## config.mk

```make
export PLATFORM = sky130hd
export DESIGN_NAME = r5p_wbq_flat
export DESIGN_NICKNAME = d
export VERILOG_FILES = /design/src/rtl/r5p_wbq_pkg.sv /design/src/rtl/r5p_wbq_if.sv /design/src/rtl/r5p_wbq_chk.sv /design/src/rtl/r5p_wbq_fifo.sv /design/src/rtl/r5p_wbq.sv /design/src/flat_wrapper.sv
export SDC_FILE = /design/constraint.sdc
export NUM_CORES = 1
export LEC_CHECK = 0
export CELL_PAD_IN_SITES_DETAIL_PLACEMENT = 2
export CELL_PAD_IN_SITES_GLOBAL_PLACEMENT = 2
export CORE_AREA = 3 3 142 144
export CTS_BUF_LIST = sky130_fd_sc_hd__clkbuf_8
export DETAILED_ROUTE_END_ITERATION = 8
export DIE_AREA = 0 0 145 147
export HOLD_SLACK_MARGIN = 0.15
export PLACE_DENSITY_LB_ADDON = 0.1
export SLEW_MARGIN = 20
export SYNTH_ARGS = -nofsm -noshare
export SYNTH_HDL_FRONTEND = slang
export SYNTH_SLANG_ARGS = --single-unit
export TNS_END_PERCENT = 100
```

## constraint.sdc

```tcl
create_clock -name clk -period 3.4 [get_ports clk]
set_clock_uncertainty 0.2 [all_clocks]
set_input_delay 0.68 -clock clk [delete_from_list [all_inputs] [get_ports clk]]
set_output_delay 0.68 -clock clk [all_outputs]
set_load 0.01 [all_outputs]
```

## src/rtl/r5p_wbq_pkg.sv

```systemverilog
// Shared types and constants for the R5P in-order write-back queue.
package r5p_wbq_pkg;

    localparam int WBQ_SW = 4;

    typedef logic [WBQ_SW-1:0] wbq_src_t;

    localparam wbq_src_t WBQ_SRC_NONE = 4'd0;
    localparam wbq_src_t WBQ_SRC_ALU  = 4'd1;
    localparam wbq_src_t WBQ_SRC_LSU  = 4'd2;
    localparam wbq_src_t WBQ_SRC_MUL  = 4'd3;
    localparam wbq_src_t WBQ_SRC_CSR  = 4'd4;

    typedef struct packed {
        logic       wen;
        logic [4:0] adr;
        wbq_src_t   src;
    } wbq_ent_t;

    // One-hot GPR decode; x0 never reports as pending.
    function automatic logic [31:0] wbq_rd_dec(input logic [4:0] adr);
        return (adr == 5'd0) ? 32'd0 : (32'd1 << adr);
    endfunction

endpackage

```

## src/rtl/r5p_wbq_if.sv

```systemverilog
// Issue, result-channel and GPR write-port bundle of the write-back queue.
interface r5p_wbq_if #(
    parameter int XLEN = 32,
    parameter int NSRC = 4
);
    localparam int SW = $clog2(NSRC + 1);

    logic                      flush;
    logic                      iss_vld;
    logic                      iss_rdy;
    logic                      iss_wen;
    logic [4:0]                iss_adr;
    logic [SW-1:0]             iss_src;
    logic [NSRC-1:0]           res_vld;
    logic [NSRC-1:0]           res_rdy;
    logic [NSRC-1:0][XLEN-1:0] res_dat;
    logic                      wen;
    logic [4:0]                adr;
    logic [XLEN-1:0]           dat;
    logic [31:0]               busy;
    logic                      empty;

    modport master (
        output flush, iss_vld, iss_wen, iss_adr, iss_src, res_vld, res_dat,
        input  iss_rdy, res_rdy, wen, adr, dat, busy, empty
    );

    modport slave (
        input  flush, iss_vld, iss_wen, iss_adr, iss_src, res_vld, res_dat,
        output iss_rdy, res_rdy, wen, adr, dat, busy, empty
    );

endinterface

```

## src/rtl/r5p_wbq_chk.sv

```systemverilog
// Protocol checker: issuing with a source channel beyond NSRC is illegal.
module r5p_wbq_chk #(
    parameter int NSRC = 4,
    parameter int SW   = 3
) (
    input logic          clk,
    input logic          rst,
    input logic          iss_vld,
    input logic          iss_rdy,
    input logic [SW-1:0] iss_src
);
    a_src_legal: assert property (@(posedge clk) disable iff (rst)
        (iss_vld && iss_rdy) |-> (iss_src <= SW'(NSRC)));
endmodule

```

## src/rtl/r5p_wbq_fifo.sv

```systemverilog
// Pointer FIFO with wrap-bit full/empty detection and a flat view of all
// entries plus per-slot valid flags for the scoreboard.
import r5p_wbq_pkg::*;

module r5p_wbq_fifo #(
    parameter int  DEPTH = 4,
    parameter type ent_t = wbq_ent_t
) (
    input  logic                                    clk,
    input  logic                                    rst,
    input  logic                                    clr,
    input  logic                                    push,
    input  ent_t                                    din,
    input  logic                                    pop,
    output logic                                    full,
    output logic                                    empty,
    output ent_t                                    head,
    output logic [DEPTH-1:0][$bits(ent_t)-1:0]      ent,
    output logic [DEPTH-1:0]                        vld
);
    localparam int            AW      = $clog2(DEPTH);
    localparam logic [AW:0]   PTR_ONE = (AW + 1)'(1);

    logic [AW:0] wr_ptr_r;
    logic [AW:0] rd_ptr_r;
    logic [AW:0] cnt_s;
    logic [AW-1:0] off_s;
    ent_t        mem_r [DEPTH];

    assign cnt_s = wr_ptr_r - rd_ptr_r;
    assign full  = (wr_ptr_r[AW-1:0] == rd_ptr_r[AW-1:0]) && (wr_ptr_r[AW] != rd_ptr_r[AW]);
    assign empty = (wr_ptr_r == rd_ptr_r);
    assign head  = mem_r[rd_ptr_r[AW-1:0]];

    // Pointer update; clr rewinds both pointers to slot 0
    always_ff @(posedge clk or posedge rst) begin
        if (rst) begin
            wr_ptr_r <= '0;
            rd_ptr_r <= '0;
        end else if (clr) begin
            wr_ptr_r <= '0;
            rd_ptr_r <= '0;
        end else begin
            if (push) wr_ptr_r <= wr_ptr_r + PTR_ONE;
            if (pop)  rd_ptr_r <= rd_ptr_r + PTR_ONE;
        end
    end

    // Entry storage
    always_ff @(posedge clk or posedge rst) begin
        if (rst) begin
            for (int i = 0; i < DEPTH; i++) mem_r[i] <= '0;
        end else if (push && !clr) begin
            mem_r[wr_ptr_r[AW-1:0]] <= din;
        end
    end

    // Slot i is live when its distance from the read index is below the count
    always_comb begin
        off_s = '0;
        for (int i = 0; i < DEPTH; i++) begin
            off_s  = AW'(i) - rd_ptr_r[AW-1:0];
            vld[i] = ({1'b0, off_s} < cnt_s);
            ent[i] = mem_r[i];
        end
    end

endmodule

```

## src/rtl/r5p_wbq.sv

```systemverilog
// R5P in-order write-back queue: accepts results from NSRC channels strictly in
// issue order and drives a registered GPR write port. R5P_WBQ_SCOREBOARD_EN builds busy.
import r5p_wbq_pkg::*;

module r5p_wbq #(
    parameter int XLEN  = 32,
    parameter int NSRC  = 4,
    parameter int DEPTH = 4
) (
    input  logic       clk,
    input  logic       rst,
    r5p_wbq_if.slave   bus
);
    localparam int SW = $clog2(NSRC + 1);

    logic                                   fifo_full_s;
    logic                                   fifo_empty_s;
    wbq_ent_t                               head_s;
    logic [DEPTH-1:0][$bits(wbq_ent_t)-1:0] ent_s;
    logic [DEPTH-1:0]                       vld_s;
    wbq_ent_t                               din_s;
    logic                                   iss_rdy_s;
    logic                                   push_s;
    logic                                   head_ok_s;
    logic                                   retire_s;
    logic [NSRC-1:0]                        res_rdy_s;
    logic [XLEN-1:0]                        sel_dat_s;
    logic [31:0]                            busy_s;
    logic                                   wen_r;
    logic [4:0]                             adr_r;
    logic [XLEN-1:0]                        dat_r;

    assign iss_rdy_s = !fifo_full_s && !bus.flush;
    assign push_s    = bus.iss_vld && iss_rdy_s;
    assign head_ok_s = !fifo_empty_s && !bus.flush;

    // Out-of-range sources are stored as "no result" so the head never deadlocks
    always_comb begin
        din_s     = '0;
        din_s.wen = bus.iss_wen;
        din_s.adr = bus.iss_adr;
        din_s.src = (bus.iss_src > SW'(NSRC)) ? WBQ_SRC_NONE : WBQ_SW'(bus.iss_src);
    end

    r5p_wbq_fifo #(.DEPTH(DEPTH), .ent_t(wbq_ent_t)) u_fifo (
        .clk   (clk),
        .rst   (rst),
        .clr   (bus.flush),
        .push  (push_s),
        .din   (din_s),
        .pop   (retire_s),
        .full  (fifo_full_s),
        .empty (fifo_empty_s),
        .head  (head_s),
        .ent   (ent_s),
        .vld   (vld_s)
    );

    // Only the head's channel is offered ready; one-hot so the data mux is an OR
    always_comb begin
        res_rdy_s = '0;
        sel_dat_s = {XLEN{1'b0}};
        for (int k = 0; k < NSRC; k++) begin
            res_rdy_s[k] = head_ok_s && (head_s.src == WBQ_SW'(k + 1));
            sel_dat_s    = sel_dat_s | ({XLEN{res_rdy_s[k]}} & bus.res_dat[k]);
        end
        retire_s = head_ok_s &&
                   ((head_s.src == WBQ_SRC_NONE) || ((res_rdy_s & bus.res_vld) != {NSRC{1'b0}}));
    end

    // GPR write port; a write already registered completes even across a flush
    always_ff @(posedge clk or posedge rst) begin
        if (rst) begin
            wen_r <= 1'b0;
            adr_r <= 5'd0;
            dat_r <= {XLEN{1'b0}};
        end else if (bus.flush) begin
            wen_r <= 1'b0;
        end else if (retire_s) begin
            wen_r <= head_s.wen && (head_s.adr != 5'd0);
            adr_r <= head_s.adr;
            dat_r <= sel_dat_s;
        end else begin
            wen_r <= 1'b0;
        end
    end

`ifdef R5P_WBQ_SCOREBOARD_EN
    // Pending-rd bitmap from queued writers plus the output stage
    always_comb begin
        busy_s = wen_r ? wbq_rd_dec(adr_r) : 32'd0;
        for (int i = 0; i < DEPTH; i++) begin
            busy_s = busy_s | ((vld_s[i] && ent_s[i][$bits(wbq_ent_t)-1])
                               ? wbq_rd_dec(ent_s[i][$bits(wbq_ent_t)-2 -: 5]) : 32'd0);
        end
    end
`else
    logic unused_sb_s;
    assign unused_sb_s = ^{ent_s, vld_s};
    assign busy_s      = 32'd0;
`endif

    assign bus.iss_rdy = iss_rdy_s;
    assign bus.res_rdy = res_rdy_s;
    assign bus.wen     = wen_r;
    assign bus.adr     = adr_r;
    assign bus.dat     = dat_r;
    assign bus.busy    = busy_s;
    assign bus.empty   = fifo_empty_s && !wen_r;

    r5p_wbq_chk #(.NSRC(NSRC), .SW(SW)) u_chk (
        .clk     (clk),
        .rst     (rst),
        .iss_vld (bus.iss_vld),
        .iss_rdy (iss_rdy_s),
        .iss_src (bus.iss_src)
    );

endmodule
```

## src/flat_wrapper.sv

```systemverilog
// flat-port wrapper written by rule: the top's interface ports become plain ports
module r5p_wbq_flat 
#(
    parameter int XLEN  = 32,
    parameter int NSRC  = 4,
    parameter int DEPTH = 4
)
  (clk, rst, bus_flush, bus_iss_vld, bus_iss_wen, bus_iss_adr, bus_iss_src, bus_res_vld, bus_res_dat, bus_iss_rdy, bus_res_rdy, bus_wen, bus_adr, bus_dat, bus_busy, bus_empty);
  r5p_wbq_if #(.XLEN(XLEN), .NSRC(NSRC)) bus_i ();
  input  logic clk;
  input  logic rst;
  input wire logic [$bits(bus_i.flush)-1:0] bus_flush;
  input wire logic [$bits(bus_i.iss_vld)-1:0] bus_iss_vld;
  input wire logic [$bits(bus_i.iss_wen)-1:0] bus_iss_wen;
  input wire logic [$bits(bus_i.iss_adr)-1:0] bus_iss_adr;
  input wire logic [$bits(bus_i.iss_src)-1:0] bus_iss_src;
  input wire logic [$bits(bus_i.res_vld)-1:0] bus_res_vld;
  input wire logic [$bits(bus_i.res_dat)-1:0] bus_res_dat;
  output wire logic [$bits(bus_i.iss_rdy)-1:0] bus_iss_rdy;
  output wire logic [$bits(bus_i.res_rdy)-1:0] bus_res_rdy;
  output wire logic [$bits(bus_i.wen)-1:0] bus_wen;
  output wire logic [$bits(bus_i.adr)-1:0] bus_adr;
  output wire logic [$bits(bus_i.dat)-1:0] bus_dat;
  output wire logic [$bits(bus_i.busy)-1:0] bus_busy;
  output wire logic [$bits(bus_i.empty)-1:0] bus_empty;
  assign bus_i.flush = bus_flush;
  assign bus_i.iss_vld = bus_iss_vld;
  assign bus_i.iss_wen = bus_iss_wen;
  assign bus_i.iss_adr = bus_iss_adr;
  assign bus_i.iss_src = bus_iss_src;
  assign bus_i.res_vld = bus_res_vld;
  assign bus_i.res_dat = bus_res_dat;
  assign bus_iss_rdy = bus_i.iss_rdy;
  assign bus_res_rdy = bus_i.res_rdy;
  assign bus_wen = bus_i.wen;
  assign bus_adr = bus_i.adr;
  assign bus_dat = bus_i.dat;
  assign bus_busy = bus_i.busy;
  assign bus_empty = bus_i.empty;
  r5p_wbq #(.XLEN(XLEN), .NSRC(NSRC), .DEPTH(DEPTH)) u_core (.clk(clk), .rst(rst), .bus(bus_i));
endmodule
```

==> results.cfg, run 1 <==
[logic_synthesis]
synthAdderAreaFrac_pct = 1.33
muxShareOfSynthArea_pct = 29.6
synth.avg_cell_area_sq_um = 11.5
synthCells = 407
yosysSeqAreaShare_pct = 42.6
syn-cell-area_sq_mm = 0.00470
synth-simple-area-share_pct = 6.79
synth-seq-cells = 80
synth_compound_area_share_pct = 7.93
synth_xor_xnor_area_share_pct = 0.745
synth_top_family_by_area = multiplexers
synth-warning-count = 0
yosysUniqueCellTypes = 37

[grt]
first_global_vias = 4309
antenna_found_initial = 0
grt_max_degree = 56
grt.total_usage_pct = 16.0
grt-ovfl-total = 0
grt_first_pass_wirelength_um = 26500

[timing]
rsz0062_at_grt = false
fmax_mhz = 315
fin_crit_sh_pct = 93.3
finalWorstSetupSlack_ps = 227
fin_crit_ps = 3170
hold_violations = 0
setup_tns_ps = 0
setup_violations = 0
slew_headroom_pct = 65.0
tightest_slew_ps = 522
maxSlewViolCount = 0

[routing]
drtPass1Iterations = 3
dr_wl_met2_um = 8410
wire_per_inst_um = 19.8
highest_layer = met4
ant_nets = 0
drt-initial-drc-count = 73
post-route-drc-count = 0
wl_met3_um = 1010
wl_met1_um = 7270
via_per_inst = 4.52
totalWireLength_um = 17100
vias = 3904

[outcome]
status = finished, final reports clean

[clocking]
root_buffer = clkbuf_8
clkLatencyLatePin_ps = 370
cts_hold_buf = 0
htreeDepth = 3
numCtsBuffers = 9
cts_max_path_buffers = 2
tritoncts = done
cts.clk_slew.worst_paths_ps = 90
cts.sinks = 80

[layout]
fill_cells = 1989
drive_above_1_share_pct = 19.9
num_antenna_cells = 0
syn2layout_area_growth_pct = 50.3
nets = 748

[placed_design]
post-dp-hpwl_um = 13700
place.gp.congestion = 0.767
port_buffers = 188
detailedPlace.worstSlack_ps = 147

[job]
cap_violations = 0

[die]
coreArea_sq_mm = 0.0188
rows = 50
num_io_pins = 221
die_area_sq_mm = 0.0213
die_y_um = 147
die_x_um = 145
start_util_pct = 25.0

[power_and_ir_drop]
leakagePower_nw = 3.11
p_per_area_mw_per_mm2 = 676
peakVddDrop_mv = 0.388

[setup_path]
worstPathRequired_ps = 2520
critical_path_peak_fanout = 8
crit_arrival_ps = 2290
crit_type = reg2out
crit_path_start_kind = register
cp-end-kind = primary output

[min_path]
hold_class = reg2reg
-- metrics by stage --
stage          utilization [%]  hold slack (ps)  instance area, sq um  total power [mW]  std cells
6_report                  37.5              303                  7070              4.77        863
5_1_grt                   37.5              326                  7070              5.12        863
3_3_place_gp              36.3              269                  6830              4.02        846
3_5_place_dp              36.3              285                  6830              4.10        846
4_1_cts                   37.4              307                  7050              4.87        863
2_1_floorplan                -              274                  4820              2.92        438
-- state kept, by name (all words and copies together) (netlist names) --
| register | flops |
|---|---|
| u_core.u_fifo.ent | 36 |
| u_core.bus.dat | 32 |
| u_core.bus.adr | 5 |
| u_core.u_fifo.rd_ptr_r | 3 |
| u_core.u_fifo.wr_ptr_r | 3 |
| u_core.bus.wen | 1 |
-- layout by cell type (no fill, tap or decap), types with 4 or more instances in the layout --
cell             instances
clkdlybuf4s50_1        184
buf_4                   16
dfrtp_1                 78
mux2i_1                 32
inv_1                   36
nand2_1                  8
nor2b_1                  5
conb_1                  32
mux2_1                   9
mux4_2                   9
clkbuf_8                 9
nor2_1                   4
ha_1                     5
mux2_2                  68
nand3_1                 35
o221ai_1                32
-- critical path: stages, from the launching register on --
cell	delay, ps
dfrtp_2	510
xnor2_1	480
nand3_1	250
nor2_1	140
clkdlybuf4s50_1	540
-- cells by family after synthesis --
kind of cell,Yosys count
AO/OA/AOI/OAI,44
XOR/XNOR,4
multiplexers,118
buffers and inverters,94
adder cells (fa/ha/maj),5
flip-flops,80
AND/OR/NAND/NOR,61
other,1
-- metal layers --
| metal | vias to the layer above | global-route usage (%) |
|---|---|---|
| met3 | 20 | 4.35 |
| li1 | 1798 | - |
| met4 | 0 | 5.61 |
| met5 | - | 0 |
| met1 | 1949 | 19.6 |
| met2 | 137 | 27.2 |
-- report_power, final --
part,total (mW),switching [mW],internal (mW)
combinational,2.49,1.13,1.36
sequential,1.55,0.223,1.33
clock,0.735,0.388,0.347
total,4.77,1.74,3.04
-- final cells by class --
cell class	instances	area [sq um]	share of cell area (%)
inverter	37	140	1.98
tap	260	325	4.60
multi-input combinational	264	2350	33.2
clock inverter	7	80.1	1.13
clock buffer	9	124	1.75
timing repair buffer	206	2040	28.9
sequential	80	2000	28.4
-- final timing paths --
kind | start | slack [ps] | cells past startpoint | endpoint
max | u_core.u_fifo.rd_ptr_r[1] | 230 | 4 | bus_empty
max reg2reg | u_core.u_fifo.rd_ptr_r[0] | 440 | 8 | u_core.bus.dat[4]
min | u_core.bus.dat[20] | 300 | 1 | u_core.bus.dat[20]
max in group asynchronous | rst | 1910 | 3 | u_core.u_fifo.rd_ptr_r[0]
min in group asynchronous | rst | 440 | 2 | u_core.bus.dat[20]
min reg2reg | u_core.bus.dat[20] | 300 | 1 | u_core.bus.dat[20]
-- synthesized netlist by cell type (all sizes together) --
master / count / area [sq um]
a311oi: 1 / 15.0
a31oi: 3 / 18.8
o221ai: 32 / 280
conb: 1 / 3.75
or4: 1 / 7.51
nand2: 8 / 30.0
nand3: 35 / 175
ha: 5 / 62.6
buf: 42 / 319
nand2b: 1 / 6.26
mux2: 77 / 867
a211oi: 1 / 7.51
xnor2: 3 / 26.3
a21boi: 2 / 18.8
dfrtp: 80 / 2000
mux4: 9 / 203
inv: 37 / 139
o31ai: 1 / 7.51
xor2: 1 / 8.76
nor2: 4 / 15.0
and3: 1 / 6.26
nor2b: 5 / 31.3
nand3b: 1 / 7.51
nor3b: 3 / 27.5
o21ai: 2 / 10.0
clkbuf: 15 / 56.3
and2: 2 / 12.5
o211a: 1 / 10.0
a21oi: 1 / 5.00
mux2i: 32 / 320
-- timing repair --
action	4_1_cts	5_1_grt
setup endpoints to repair	4	3
resized for setup	5	4
pin swaps	2	1
setup buffers	1	0
Power figures use the tool's default switching activity.
==> inputs of run 2 (changes only) <==
- CORE_AREA: 3 3 142 144 -> 3 3 182 113
- DIE_AREA: 0 0 145 147 -> 0 0 185 116
==> run 2 against run 1 <==
  * Clock power is 11% higher
  * Non-clock buffer count is 4 higher
  * Routed wire length up 3.6%
  * Via count is 0.13% lower
  * Count of clock-buffer cells in the layout up 1
  * Combinational power grew 4%
  * Global-route usage rose by 0.54 points
  * Core utilization up 0.15 points
  * Worst setup slack got worse by 87 ps
  * Final area up 0.94%
  * Die area increased by 0.68%
  * Critical endpoint is now bus_res_rdy[1]
  * Highest routed layer unchanged
==> results.cfg, run 2 (synthesized netlist as in run 1, its figures left out) <==
[min_path]
hold_class = reg2reg
hold_depth = 1

[clocking]
root_buffer = clkbuf_8
numCtsBuffers = 9
cts.clk_slew.worst_paths_ps = 90
htreeDepth = 3
tritoncts = done
cts_max_path_buffers = 2
cts.sinks = 80
cts_hold_buf = 0
clkLatencyLatePin_ps = 360

[setup_path]
r2r_slack_ps = 420
crit_arrival_ps = 2380
cp-end-kind = primary output
worstPathRequired_ps = 2520
crit_type = reg2out
slowest_delay_ps = 610
crit_path_start_kind = register
cp_cell_sequence = mux4_2, nor3b_2, nand2_1, inv_1, clkdlybuf4s50_1
critPathSlowestCell = mux4_2
critical_path_peak_fanout = 5
reg2regPathDepth = 8

[timing]
fin_crit_ps = 3260
setup_violations = 0
maxSlewViolCount = 0
tightest_slew_ps = 617
slew_headroom_pct = 58.8
hold_violations = 0
fmax_mhz = 307
fin_hold_ws_ps = 298
fin_crit_sh_pct = 95.9

[routing]
totalWireLength_um = 17700
drt-initial-drc-count = 92
vias = 3899
drtPass1Iterations = 4
via_per_inst = 4.57
wire_per_inst_um = 20.7
ant_nets = 0
post-route-drc-count = 0

[die]
die_area_sq_mm = 0.0215
rows = 39
start_util_pct = 24.8
die_x_um = 185
num_io_pins = 221
coreArea_sq_mm = 0.0189
die_y_um = 116

[layout]
largest_register_ffs = 36
fill_cells = 2006
syn2layout_area_growth_pct = 51.8
nets = 752
final_common_cell = clkdlybuf4s50_1
multiInputGateArea_sq_mm = 0.00238
fin_cells = 853
post-route-cell-area_sq_mm = 0.00713
drive_above_1_share_pct = 20.6
final_cell_mix = clkdlybuf4s50_1, dfrtp_1, mux2_2
seq_area_sq_mm = 0.00200
num_antenna_cells = 0

[outcome]
status = finished, final reports clean

[job]
cap_violations = 0

[grt]
grt_first_pass_wirelength_um = 26900
grt.total_usage_pct = 16.5
grt-ovfl-total = 0
antenna_found_initial = 0
grt_max_degree = 58
first_global_vias = 4518

[placed_design]
dp_cells = 831
post-dp-hpwl_um = 13500
place.gp.congestion = 0.800
port_buffers = 188
placed_cell_area_sq_mm = 0.00681

[power_and_ir_drop]
peakVddDrop_mv = 0.211
leakagePower_nw = 3.13
p_per_area_mw_per_mm2 = 695
==> run 2: changes by cell type in the layout (fill, tap and decap cells not counted), sizes merged <==
cell / previous run / this run
bufinv: 1 / 2
clkdlybuf4s50: 184 / 185
inv: 38 / 37
dlymetal6s2s: 2 / 1
clkinvlp: 2 / 0
buf: 18 / 22
clkbuf: 9 / 10
clkinv: 3 / 4
==> run 2: through the flow <==
stage               TNS (ps)  utilization, %  total power, mW  setup slack (ps)
global route           -1.06            37.7             5.31             -1.06
floorplan                  0               -             2.92               468
detailed placement         0            35.9             4.11               272
finish                     0            37.7             4.96               140
global placement           0            35.9             4.04               251
CTS                        0            37.4             5.00              16.3
==> run 2: what timing repair did <==
item | in CTS | in global routing
gates resized for setup | 7 | 4
pin swaps | 1 | 1
setup endpoints to repair | 4 | 3
setup buffers | 2 | 4
==> run 2: worst paths after layout <==
| kind | start | end |
|---|---|---|
| max | u_core.u_fifo.rd_ptr_r[0] | bus_res_rdy[1] |
| min | u_core.bus.dat[28] | u_core.bus.dat[28] |
| max reg2reg | u_core.u_fifo.rd_ptr_r[0] | u_core.bus.dat[4] |
| min reg2reg | u_core.bus.dat[28] | u_core.bus.dat[28] |
| max in group asynchronous | rst | u_core.u_fifo.rd_ptr_r[0] |
| min in group asynchronous | rst | u_core.bus.dat[22] |
==> run 2: layer usage <==
metal / GRT usage [%] / routed length [um] / up-vias
met5: 0 / 0 / -
met4: 2.20 / 106 / 0
met3: 5.65 / 1360 / 10
met2: 26.8 / 7720 / 141
met1: 22.1 / 8490 / 1952
li1: - / - / 1796
==> run 2: area by class of cell <==
| type | count | area share, % |
|---|---|---|
| Sequential cell | 80 | 28.1 |
| Clock inverter | 6 | 1.28 |
| Tap cell | 246 | 4.32 |
| Multi-Input combinational cell | 264 | 33.3 |
| Inverter | 37 | 1.96 |
| Clock buffer | 10 | 1.93 |
| Timing Repair Buffer | 210 | 29.1 |
==> run 2: critical path: cells and delay by family, from the launching register on <==
kind | cells | cell delay, ps
AND/OR/NAND/NOR | 2 | 370
multiplexers | 1 | 610
buffers and inverters | 2 | 610
flip-flops | 1 | 430
==> run 2: report_power, final <==
| group | leakage (nW) | switching (mW) | internal [mW] |
|---|---|---|---|
| combinational | 1.97 | 1.19 | 1.40 |
| clock | 0.117 | 0.380 | 0.438 |
| sequential | 1.05 | 0.218 | 1.33 |
==> inputs of run 3 (changes only) <==
- CTS_CLUSTER_DIAMETER: unset -> 40
- DONT_BUFFER_PORTS: unset -> 1
==> run 3 against run 2 <==
  * Core utilization fell by 11 points
  * Routed wire length fell by 17%
  * Sequential share of layout area rose by 11 points
  * Power fell by 19%
  * Cell count fell by 22%
  * Worst setup slack improved by 90 ps
  * Global-route usage fell by 2.7 points
  * Hold slack got worse by 96 ps
  * Count of clock-buffer cells in the layout did not move
  * Register-to-register slack improved by 110 ps
  * First-iteration DRC count fell by 6.5%
  * Largest power group is now sequential cells
  * Highest routed layer is now met5
==> results.cfg, run 3 (synthesized netlist as in run 1, its figures left out) <==
[setup_path]
critPathSlowestCell = mux4_2
crit_buf_inv = 2
startpoint = u_core.u_fifo.rd_ptr_r[0]
r2r_start = u_core.u_fifo.rd_ptr_r[0]
slowest_delay_ps = 630
worstPathRequired_ps = 2520
crit_arrival_ps = 2290
cp_cell_sequence = mux4_2, nor3b_1, nand2_1, inv_1, buf_4
crit_type = reg2out
crit_path_start_kind = register
cp-end-kind = primary output
cp_top_family = multiplexers
critical_path_peak_fanout = 6

[power_and_ir_drop]
p_seq_share_pct = 43.2
sw_frac_of_total_pct = 39.8
p_int_mw = 2.42
clockPowerShare_pct = 16.1
peakVddDrop_mv = 0.177
leakagePower_nw = 2.35
p_per_area_mw_per_mm2 = 783
p_comb_share_pct = 40.7
switchingPower_mw = 1.60

[outcome]
status = finished, final reports clean

[grt]
grt-ovfl-total = 0
first_global_vias = 3533
grt_first_pass_wirelength_um = 22200
grt_max_degree = 42
antenna_found_initial = 1
grt.total_usage_pct = 13.9

[timing]
tightest_slew_ps = 746
hold_violations = 0
fin_crit_sh_pct = 93.3
maxSlewViolCount = 0
rsz0062_at_grt = false
fin_crit_ps = 3170
setup_violations = 0
setup_tns_ps = 0
slew_headroom_pct = 50.3
fmax_mhz = 315

[layout]
nets = 563
final_common_cell = dfrtp_1
drive_above_1_share_pct = 28.5
largest_register_ffs = 36
syn2layout_area_growth_pct = 9.08
seq_area_sq_mm = 0.00200
final_cell_mix = dfrtp_1, mux2_2, inv_1
multiInputGateArea_sq_mm = 0.00233
num_antenna_cells = 0
fill_cells = 2056
post-route-cell-area_sq_mm = 0.00513
fin_cells = 664
post-route-util_pct = 27.1

[min_path]
hold_class = in2reg
hold_start = bus_flush

[routing]
vias = 3180
wire_per_inst_um = 22.0
totalWireLength_um = 14600
drtPass1Iterations = 4
via_per_inst = 4.79
post-route-drc-count = 0
ant_nets = 0
drt-initial-drc-count = 86

[placed_design]
port_buffers = 0
dp_cells = 647
placed_cell_area_sq_mm = 0.00494
place.gp.congestion = 0.709
post-dp-hpwl_um = 11500

[die]
die_y_um = 116
rows = 39
die_area_sq_mm = 0.0215
coreArea_sq_mm = 0.0189
die_x_um = 185
num_io_pins = 221
start_util_pct = 24.8

[clocking]
post_cts_buffers = 0
clkLatencyLatePin_ps = 370
tritoncts = done
cts.clk_slew.worst_paths_ps = 80
root_buffer = clkbuf_8
cts_max_path_buffers = 2
htreeDepth = 3
cts.sinks = 80
numCtsBuffers = 9

[job]
cap_violations = 0
## run 3: changes by cell type in the layout (fill, tap and decap cells not counted), sizes merged
cell           delta
dlygate4sd2       -2
bufinv            -2
inv               +1
clkinvlp          +1
buf               -2
dlygate4sd3       +1
clkdlybuf4s50   -185
dlymetal6s2s      -1
## run 3: power groups by stage
stage | clock (mW) | combinational [mW] | sequential (mW)
after detailed placement | 0 | 1.69 | 1.77
after global placement | 0 | 1.64 | 1.77
after CTS | 0.696 | 1.68 | 1.75
after global routing | 0.738 | 1.82 | 1.80
final | 0.647 | 1.63 | 1.73
after floorplan | 0 | 1.31 | 1.61
## run 3: per-stage QoR
stage,power (mW),worst slack [ps],hold slack (ps)
after detailed placement,3.45,402,292
after CTS,4.13,61.9,170
after global placement,3.40,413,286
final,4.01,229,202
after floorplan,2.92,468,274
after global routing,4.36,8.57,163
## run 3: final timing paths
kind	end	slack [ps]	cells past startpoint
worst max-delay path	bus_res_rdy[1]	230	5
min in group asynchronous	u_core.u_fifo.wr_ptr_r[1]	650	2
worst min register to register	u_core.u_fifo.ent[36]	310	1
worst min-delay path	u_core.u_fifo.wr_ptr_r[1]	200	1
worst max register to register	u_core.bus.dat[10]	530	6
max in group asynchronous	u_core.bus.dat[19]	1560	3
## run 3: what timing repair did
item                                    in CTS  in global routing
resized for setup                            0                  2
hold buffers                                 1                  0
endpoints found under the setup margin       0                  1
endpoints found under the hold margin       39                  0
## run 3: area by class of cell
class,count,area share (%)
multi-input combinational,264,45.4
sequential,80,39.1
tap,246,6.00
timing repair buffer,21,3.37
inverter,37,2.73
clock buffer,10,2.68
clock inverter,6,0.683
## run 3: worst reg2reg max path, cell delays in order (launching register included)
cell and delay [ps]:
dfrtp_2 480, mux4_2 630, nor3b_1 330, a31oi_1 220, a21boi_4 190, buf_4 310, mux2_2 410
## run 3: layer usage
metal,share of wire (%),vias up,global-route usage (%)
met3,9.4,16,5.52
met2,43,140,21.6
met5,0.089,-,0
met1,46,1602,17.9
met4,1.3,2,3.80
li1,-,1420,-
